[config.mk]
export PLATFORM = sky130hd
export DESIGN_NAME = vga_timing_gen
export DESIGN_NICKNAME = d
export VERILOG_FILES = /design/src/rtl/vga_timing_gen.sv
export SDC_FILE = /design/constraint.sdc
export NUM_CORES = 1
export LEC_CHECK = 0
export BUFFER_PORTS_ARGS = -buffer_cell sky130_fd_sc_hd__buf_2
export CORE_MARGIN = 2
export CORE_UTILIZATION = 55
export CTS_CLUSTER_SIZE = 8
export DETAILED_ROUTE_END_ITERATION = 7
export PLACE_DENSITY = 0.79
export SYNTH_ARGS = -nofsm -noshare
export SYNTH_HDL_FRONTEND = slang
export SYNTH_SLANG_ARGS = --single-unit
[constraint.sdc]
create_clock -name clkin -period 6.7 [get_ports clkin]
set_clock_uncertainty 0.05 [all_clocks]
set_input_delay 2.01 -clock clkin [delete_from_list [all_inputs] [get_ports clkin]]
set_output_delay 2.01 -clock clkin [all_outputs]
set_load 0.05 [all_outputs]
[src/rtl/vga_timing_gen.sv]
//------------------------------------------------------------------------------
// vga_timing_gen
//
// Raster timing source for the VGA output path. The board clock is divided
// down to a pixel-rate enable (pix_ce). On each pixel tick the horizontal and
// vertical counters advance. The counters are referenced to the start of sync,
// so hValue == 0 is the first pixel of the hsync pulse and vValue == 0 is the
// first line of the vsync pulse.
//
// Every pixel-related output comes from a register that is loaded on the same
// clkin edge as the counters. Each of these registers is computed from the
// counter values that take effect on that edge. Sync, blank, activeVideo and
// hValue/vValue therefore always describe the same pixel, with no relative
// skew between them.
//
// With the default parameters the block produces 640x480@60 from a 50 MHz
// clkin. Active video spans h 144..783 and v 35..514.
//
// Ports:
//   clkin        in   board clock
//   reset_n      in   asynchronous active-low reset
//   VGA_CLK      out  pixel clock to the DAC (rising edge mid-pixel)
//   VGA_HS       out  horizontal sync, asserted level SYNC_POL
//   VGA_VS       out  vertical sync, asserted level SYNC_POL
//   VGA_BLANK_N  out  low outside the active region
//   VGA_SYNC_N   out  tied low (no sync-on-green)
//   activeVideo  out  high inside the active region
//   hValue       out  horizontal pixel count, 0..H_TOTAL-1
//   vValue       out  vertical line count, 0..V_TOTAL-1
//   pix_ce       out  one clkin-cycle pulse on each pixel advance
//   frame_start  out  one clkin-cycle pulse when the counters reach (0,0)
//------------------------------------------------------------------------------
module vga_timing_gen #(
    parameter int   CLK_DIV  = 2,     // clkin cycles per pixel (>= 2)
    parameter int   H_SYNC   = 96,
    parameter int   H_BP     = 48,
    parameter int   H_ACTIVE = 640,
    parameter int   H_FP     = 16,
    parameter int   V_SYNC   = 2,
    parameter int   V_BP     = 33,
    parameter int   V_ACTIVE = 480,
    parameter int   V_FP     = 10,
    parameter logic SYNC_POL = 1'b0   // asserted sync level, 0 = active-low
) (
    input  logic        clkin,
    input  logic        reset_n,
    output logic        VGA_CLK,
    output logic        VGA_HS,
    output logic        VGA_VS,
    output logic        VGA_BLANK_N,
    output logic        VGA_SYNC_N,
    output logic        activeVideo,
    output logic [15:0] hValue,
    output logic [15:0] vValue,
    output logic        pix_ce,
    output logic        frame_start
);

    //--------------------------------------------------------------------------
    // Derived timing constants
    //--------------------------------------------------------------------------
    localparam int DIV_W = (CLK_DIV > 1) ? $clog2(CLK_DIV) : 1;

    localparam logic [DIV_W-1:0] DIV_LAST = DIV_W'(CLK_DIV - 1);
    localparam logic [DIV_W-1:0] DIV_HALF = DIV_W'(CLK_DIV / 2);

    localparam int H_TOTAL_I = H_SYNC + H_BP + H_ACTIVE + H_FP;
    localparam int V_TOTAL_I = V_SYNC + V_BP + V_ACTIVE + V_FP;

    localparam logic [15:0] H_LAST      = 16'(H_TOTAL_I - 1);
    localparam logic [15:0] V_LAST      = 16'(V_TOTAL_I - 1);
    localparam logic [15:0] H_SYNC_END  = 16'(H_SYNC);
    localparam logic [15:0] V_SYNC_END  = 16'(V_SYNC);
    localparam logic [15:0] H_ACT_START = 16'(H_SYNC + H_BP);
    localparam logic [15:0] H_ACT_END   = 16'(H_SYNC + H_BP + H_ACTIVE);
    localparam logic [15:0] V_ACT_START = 16'(V_SYNC + V_BP);
    localparam logic [15:0] V_ACT_END   = 16'(V_SYNC + V_BP + V_ACTIVE);

    //--------------------------------------------------------------------------
    // State
    //--------------------------------------------------------------------------
    logic [DIV_W-1:0] div_q;
    logic [15:0]      h_q;
    logic [15:0]      v_q;

    // Values the registers take on the coming edge
    logic [DIV_W-1:0] div_next;
    logic [15:0]      h_next;
    logic [15:0]      v_next;
    logic             tick;
    logic             hs_next;
    logic             vs_next;
    logic             active_next;
    logic             origin_next;

    //--------------------------------------------------------------------------
    // Divider and raster counters (next-state)
    //--------------------------------------------------------------------------
    always_comb begin
        // NOTE: every signal gets a default before any branch. Otherwise a
        // path that leaves it unassigned would infer a latch.
        div_next = div_q + 1'b1;
        h_next   = h_q;
        v_next   = v_q;
        tick     = (div_q == DIV_LAST);

        if (tick) begin
            div_next = '0;
            if (h_q == H_LAST) begin
                h_next = '0;
                if (v_q == V_LAST) begin
                    v_next = '0;
                end else begin
                    v_next = v_q + 16'd1;
                end
            end else begin
                h_next = h_q + 16'd1;
            end
        end
    end

    //--------------------------------------------------------------------------
    // Decode from the next counter values. The registered outputs then line up
    // with the registered counters.
    //--------------------------------------------------------------------------
    always_comb begin
        hs_next     = (h_next < H_SYNC_END) ? SYNC_POL : ~SYNC_POL;
        vs_next     = (v_next < V_SYNC_END) ? SYNC_POL : ~SYNC_POL;
        active_next = (h_next >= H_ACT_START) && (h_next < H_ACT_END) &&
                      (v_next >= V_ACT_START) && (v_next < V_ACT_END);
        origin_next = (h_next == 16'd0) && (v_next == 16'd0);
    end

    //--------------------------------------------------------------------------
    // Registers
    //
    // The counters reset to the last pixel of the frame, so the first pixel
    // tick after release lands on (0,0) and raises frame_start.
    // VGA_CLK is computed from the divider value being loaded. Its rising edge
    // falls halfway through the pixel, and its falling edge coincides with the
    // counter update.
    //--------------------------------------------------------------------------
    always_ff @(posedge clkin or negedge reset_n) begin
        // NOTE: sequential state uses non-blocking assignments only. All
        // registers then sample their inputs from before the edge, regardless
        // of statement order.
        if (!reset_n) begin
            div_q       <= '0;
            h_q         <= H_LAST;
            v_q         <= V_LAST;
            VGA_HS      <= ~SYNC_POL;
            VGA_VS      <= ~SYNC_POL;
            activeVideo <= 1'b0;
            VGA_BLANK_N <= 1'b0;
            VGA_CLK     <= 1'b0;
            pix_ce      <= 1'b0;
            frame_start <= 1'b0;
        end else begin
            div_q       <= div_next;
            h_q         <= h_next;
            v_q         <= v_next;
            VGA_HS      <= hs_next;
            VGA_VS      <= vs_next;
            activeVideo <= active_next;
            VGA_BLANK_N <= active_next;
            VGA_CLK     <= (div_next >= DIV_HALF);
            pix_ce      <= tick;
            frame_start <= tick && origin_next;
        end
    end

    assign hValue     = h_q;
    assign vValue     = v_q;
    assign VGA_SYNC_N = 1'b0;

endmodule

# ---- Yosys cells after proc, flatten, opt, wreduce, memory -nomap -nowiden
# Index checks and enable logic that the tools add are counted.
dict set report totals {
  regBits 39
  in_bits 2
  out_inout_bits 40
}
dict set report classes {
  addsub 3
  n_mux 8
  n_lt_le_gt_ge 7
  n_reduce_logical 7
  n_eq_ne 2
}
# op count
set ops {}
lappend ops {{16-bit 2-to-1 mux} 5}
lappend ops {{16-bit by 1-bit adder with 16-bit output, second input constant} 2}
lappend ops {{16-bit by 10-bit equality test with 1-bit output, second input constant} 2}
lappend ops {{16-bit zero test} 2}
lappend ops {{16-bit by 10-bit less-than comparator with 1-bit output, second input constant} 2}
lappend ops {{16-bit by 6-bit greater-or-equal comparator with 1-bit output, second input constant} 1}
lappend ops {{16-bit by 8-bit greater-or-equal comparator with 1-bit output, second input constant} 1}
lappend ops {{16-bit by 2-bit less-than comparator with 1-bit output, second input constant} 1}
lappend ops {{16-bit by 7-bit less-than comparator with 1-bit output, second input constant} 1}
lappend ops {{1-bit logical AND} 5}
lappend ops {{1-bit 2-to-1 mux} 3}
lappend ops {{1-bit adder, second input constant} 1}
lappend ops {{1-bit greater-or-equal comparator, second input constant} 1}

# ---- Longest topological paths before layout
dict set report depth {
  ltp_word 7
  depth_mapped 10
  mapped_depth_nobuf 9
}

# ---- Worst setup path after synthesis
# OpenSTA, ideal clock, no wires.
dict set report synth_path {
  path_kind {flip-flop to flip-flop}
  start {register v_q[0] (netlist: vValue[0])}
  end {register frame_start}
  path_buffers 1
  required_time_ns 6.582
  slack_ns 3.356
  stages_incl_launch_ff 11
  arrival_time_ns 3.225
  path_cell_list {dfrtp_1 -> inv_1 -> ha_1 -> or4b_4 -> nor4_4 -> or2_1 -> buf_4 -> o31ai_2 -> or3_1 -> or4_4 -> and4bb_1}
}
dict set report synth_via {
  elab_chain_cells 7
  elab_cells_between_ends 8
  cone_classes {add/sub: 1; eq/ne: 1; mux: 3; reduce/logical: 3}
}
# element line_no
set synth_rtl {}
lappend synth_rtl {{start: declaration} 84} ;# logic [15:0] v_q;
lappend synth_rtl {{start signal: assignment} 161} ;# v_q <= v_next;
lappend synth_rtl {{16-bit by 1-bit adder with 16-bit output / 16-bit by 10-bit equality test with 1-bit output (equally long branches)} {114, 111}}
lappend synth_rtl {{16-bit 2-to-1 mux *} 111} ;# if (v_q == V_LAST) begin
lappend synth_rtl {{16-bit 2-to-1 mux *} 109} ;# if (h_q == H_LAST) begin
lappend synth_rtl {{16-bit 2-to-1 mux *} 107} ;# if (tick) begin
lappend synth_rtl {{net v_next[5]} 89} ;# logic [15:0] v_next;
lappend synth_rtl {{16-bit zero test *} 131} ;# origin_next = (h_next == 16'd0) && (v_next == 16'd0);
lappend synth_rtl {{1-bit logical AND *} 131}
lappend synth_rtl {{1-bit logical AND *} 168} ;# frame_start <= tick && origin_next;
lappend synth_rtl {{end signal: assignment} 168}
lappend synth_rtl {{end: declaration} 56} ;# output logic frame_start
# The timed path passes the listed nets; every way through them passes the cells marked *.

# ---- Final worst setup path
# Same ends and word-level chain as after synthesis.

==> flow_summary.ini <==
[logic_synthesis]
synth-xor-area-share = 0.0980
synthSimpleGateAreaFrac = 0.280
synth_cells = 254
async_flop_share = 1.00
synth-compound-area-share = 0.131
synthAdderAreaFrac = 0.0161
synth.area.top_cells = dfrtp_1 28%, dfstp_2 14%, xnor2_1 5.7%
ys_top_cells_by_count = 26 x dfrtp_1, 22 x nand2_1, 21 x nor2_1
synth_area_mm2 = 0.00232
synth_flop_cell = dfrtp_1
synth_top_area_share = 0.280
synth_cell_types = 49
yosysSeqAreaShare = 0.416
synth_seq_cells = 38
synth_top_family_by_area = simple AND/OR/NAND/NOR gates
synth.largest_area_cell = dfrtp_1
syn_nets = 259
synth.mux.area_fraction = 0.00431
yosys_warnings = 0
yosysMostFrequentCell = dfrtp_1
synth_enable_flop_cells = 0
syn-mean-instance-area_um2 = 9.15

[power]
p_per_area_mw_per_mm2 = 154
p_sw_uw = 85.3
p_leak_uw = 0.00116
p_sw_frac = 0.214
clkPwrFrac = 0.409
pwr-share-comb = 0.014
internal_power_uw = 313
pwr-share-seq = 0.577
vdd_drop_max_v = 0.0000944

[route]
via_per_inst = 6.10
wl_um = 5460
wl_per_cell_um = 16.4
antenna_left = 0
first_pass_iters = 4
vias = 2031
drc_errors = 0
drt-initial-drc-count = 199

[clock_tree]
cts.sinks = 38
cts_buffers = 5
cts-root-buf = clkbuf_8
ctsResizeCount = 0
tritoncts = yes
cts_htree_levels = 2
clk_pin_slew_worst_paths_ns = 0.07
cts_hold_buf = 0
clk_latency_ns = 0.29
cts_setup_buffers = 0
cts_max_path_buffers = 2

[critical_path]
worstPathArrival_ns = 3.64
crit_required_ns = 6.87
crit_type = flop to flop
cp-start-kind = flop
r2r_setup_slack_ns = 3.23
worst_setup_path_end_kind = flop
crit_fanout = 10

[layout]
drive_gt1_frac = 0.237
nNetsFinal = 287
postLayoutCoreUtil = 0.642
final_cells = 333
antennaDiodeCount = 0
area_delta_synth_final_pct = 11.2

[outcome]
outcome = complete, no violations

[sta]
tns_ns = 0
fmax_ghz = 0.288
rsz0062_at_grt = false
maxSlewViolCount = 0
finalWorstPathRequiredPeriod_ns = 3.47
final.setup.worst_slack_ns = 3.23
hold_viol = 0
maxSlewHeadroom = 0.428
setup_viol = 0
tightest_slew_ns = 0.852
post-route-period-util = 0.517

[floorplanning]
die_y_um = 69.0
core_area_mm2 = 0.00403
num_rows = 23
start_util = 0.577
io_pins = 42
die_area_mm2 = 0.00476
die_x_um = 69.0

[flow_run]
max-cap-violations = 0

[placed_design]
post-place-cells = 325
port-buffer-count = 40
pre_cts_ws_ns = 3.29
gp_congestion = 0.884
hpwl_um = 3870

[global_route]
grt_overflow = 0
antenna_found_initial = 0
grt_pass1_vias = 1832
grt_max_degree = 39
track_usage = 0.235
grt_pass1_wl_um = 8990

[worst_hold_path]
hold_path_class = flop to flop
==> power by group through the flow <==
stage / combinational (uW) / sequential [uW] / clock (uW)
after global placement: 5.89 / 234 / 0
after CTS: 6.02 / 230 / 167
after detailed placement: 6.04 / 234 / 0
after global routing: 6.70 / 230 / 177
final: 5.60 / 230 / 163
after floorplan: 1.67 / 234 / 0
==> sequential cells by signal, summed over array words and instances (netlist names) <==
register     count
activeVideo      1
VGA_CLK          1
VGA_VS           1
frame_start      1
VGA_HS           1
pix_ce           1
vValue          16
hValue          16
==> layer usage <==
layer	wire, um	global-route usage	share of wire
met3	332	0.0497	0.061
met4	67	0.0850	0.012
met5	0	0	0
met1	2360	0.314	0.43
met2	2700	0.377	0.49
==> worst max-delay path, cell delays in order (launching register included) <==
cell and delay, ns:
dfrtp_1 0.46, inv_1 0.09, ha_1 0.13, or4b_4 0.46, nor4_4 0.52, or2_1 0.37
o31ai_1 0.16, or3_1 0.38, or4_4 0.50, and4bb_1 0.29
==> cells in the final DEF (no fill, tap or decap), types with 2 or more instances in the layout <==
master,n
a21oi_1,5
or3_1,2
inv_1,8
o21a_1,3
clkbuf_8,6
or2_1,2
nor4b_1,4
buf_2,40
dfstp_2,12
or2_2,2
and4_1,5
nand4_1,15
nor2_1,21
o31ai_1,9
ha_1,3
xnor2_1,15
nor3_1,6
dfrtp_1,26
nor4_1,3
or4_4,2
and4bb_1,2
o21ai_0,15
and2_1,3
xor2_1,11
and3_1,3
nand2b_1,2
and3b_1,2
a31oi_1,4
nand2_1,22
nand3_1,11
==> logic make-up after synthesis <==
family                   Yosys count
AO/OA/AOI/OAI                     46
flip-flops                        38
other                              1
XOR/XNOR                          26
AND/OR/NAND/NOR                  112
multiplexers                       1
buffers and inverters             27
adder cells (fa/ha/maj)            3
==> final cells by class <==
cell class / count / area (um^2)
fill: 347 / 1440
tap: 50 / 62.6
clock inverter: 1 / 5.00
sequential: 38 / 966
multi-input combinational: 189 / 1230
clock buffer: 7 / 86.3
inverter: 8 / 30.0
timing repair buffer: 40 / 200
==> worst paths after layout <==
kind | from | end | depth (start not counted)
max in group asynchronous | reset_n | pix_ce$_DFF_PN0_ | 1
worst min register to register | hValue[13]$_DFF_PN0_ | hValue[13]$_DFF_PN0_ | 1
worst min-delay path | hValue[13]$_DFF_PN0_ | hValue[13]$_DFF_PN0_ | 1
worst max register to register | vValue[0]$_DFF_PN0_ | frame_start$_DFF_PN0_ | 9
min in group asynchronous | reset_n | vValue[15]$_DFF_PN0_ | 1
worst max-delay path | vValue[0]$_DFF_PN0_ | frame_start$_DFF_PN0_ | 9
==> stage by stage <==
step | area, um^2 | hold WS (ns) | power (uW)
after detailed placement | 2490 | 0.488 | 240
after global placement | 2490 | 0.479 | 240
after global routing | 2580 | 0.529 | 413
after CTS | 2580 | 0.506 | 403
final | 2580 | 0.510 | 398
after floorplan | 2320 | 0.569 | 236
(Power assumes the default switching activity.)
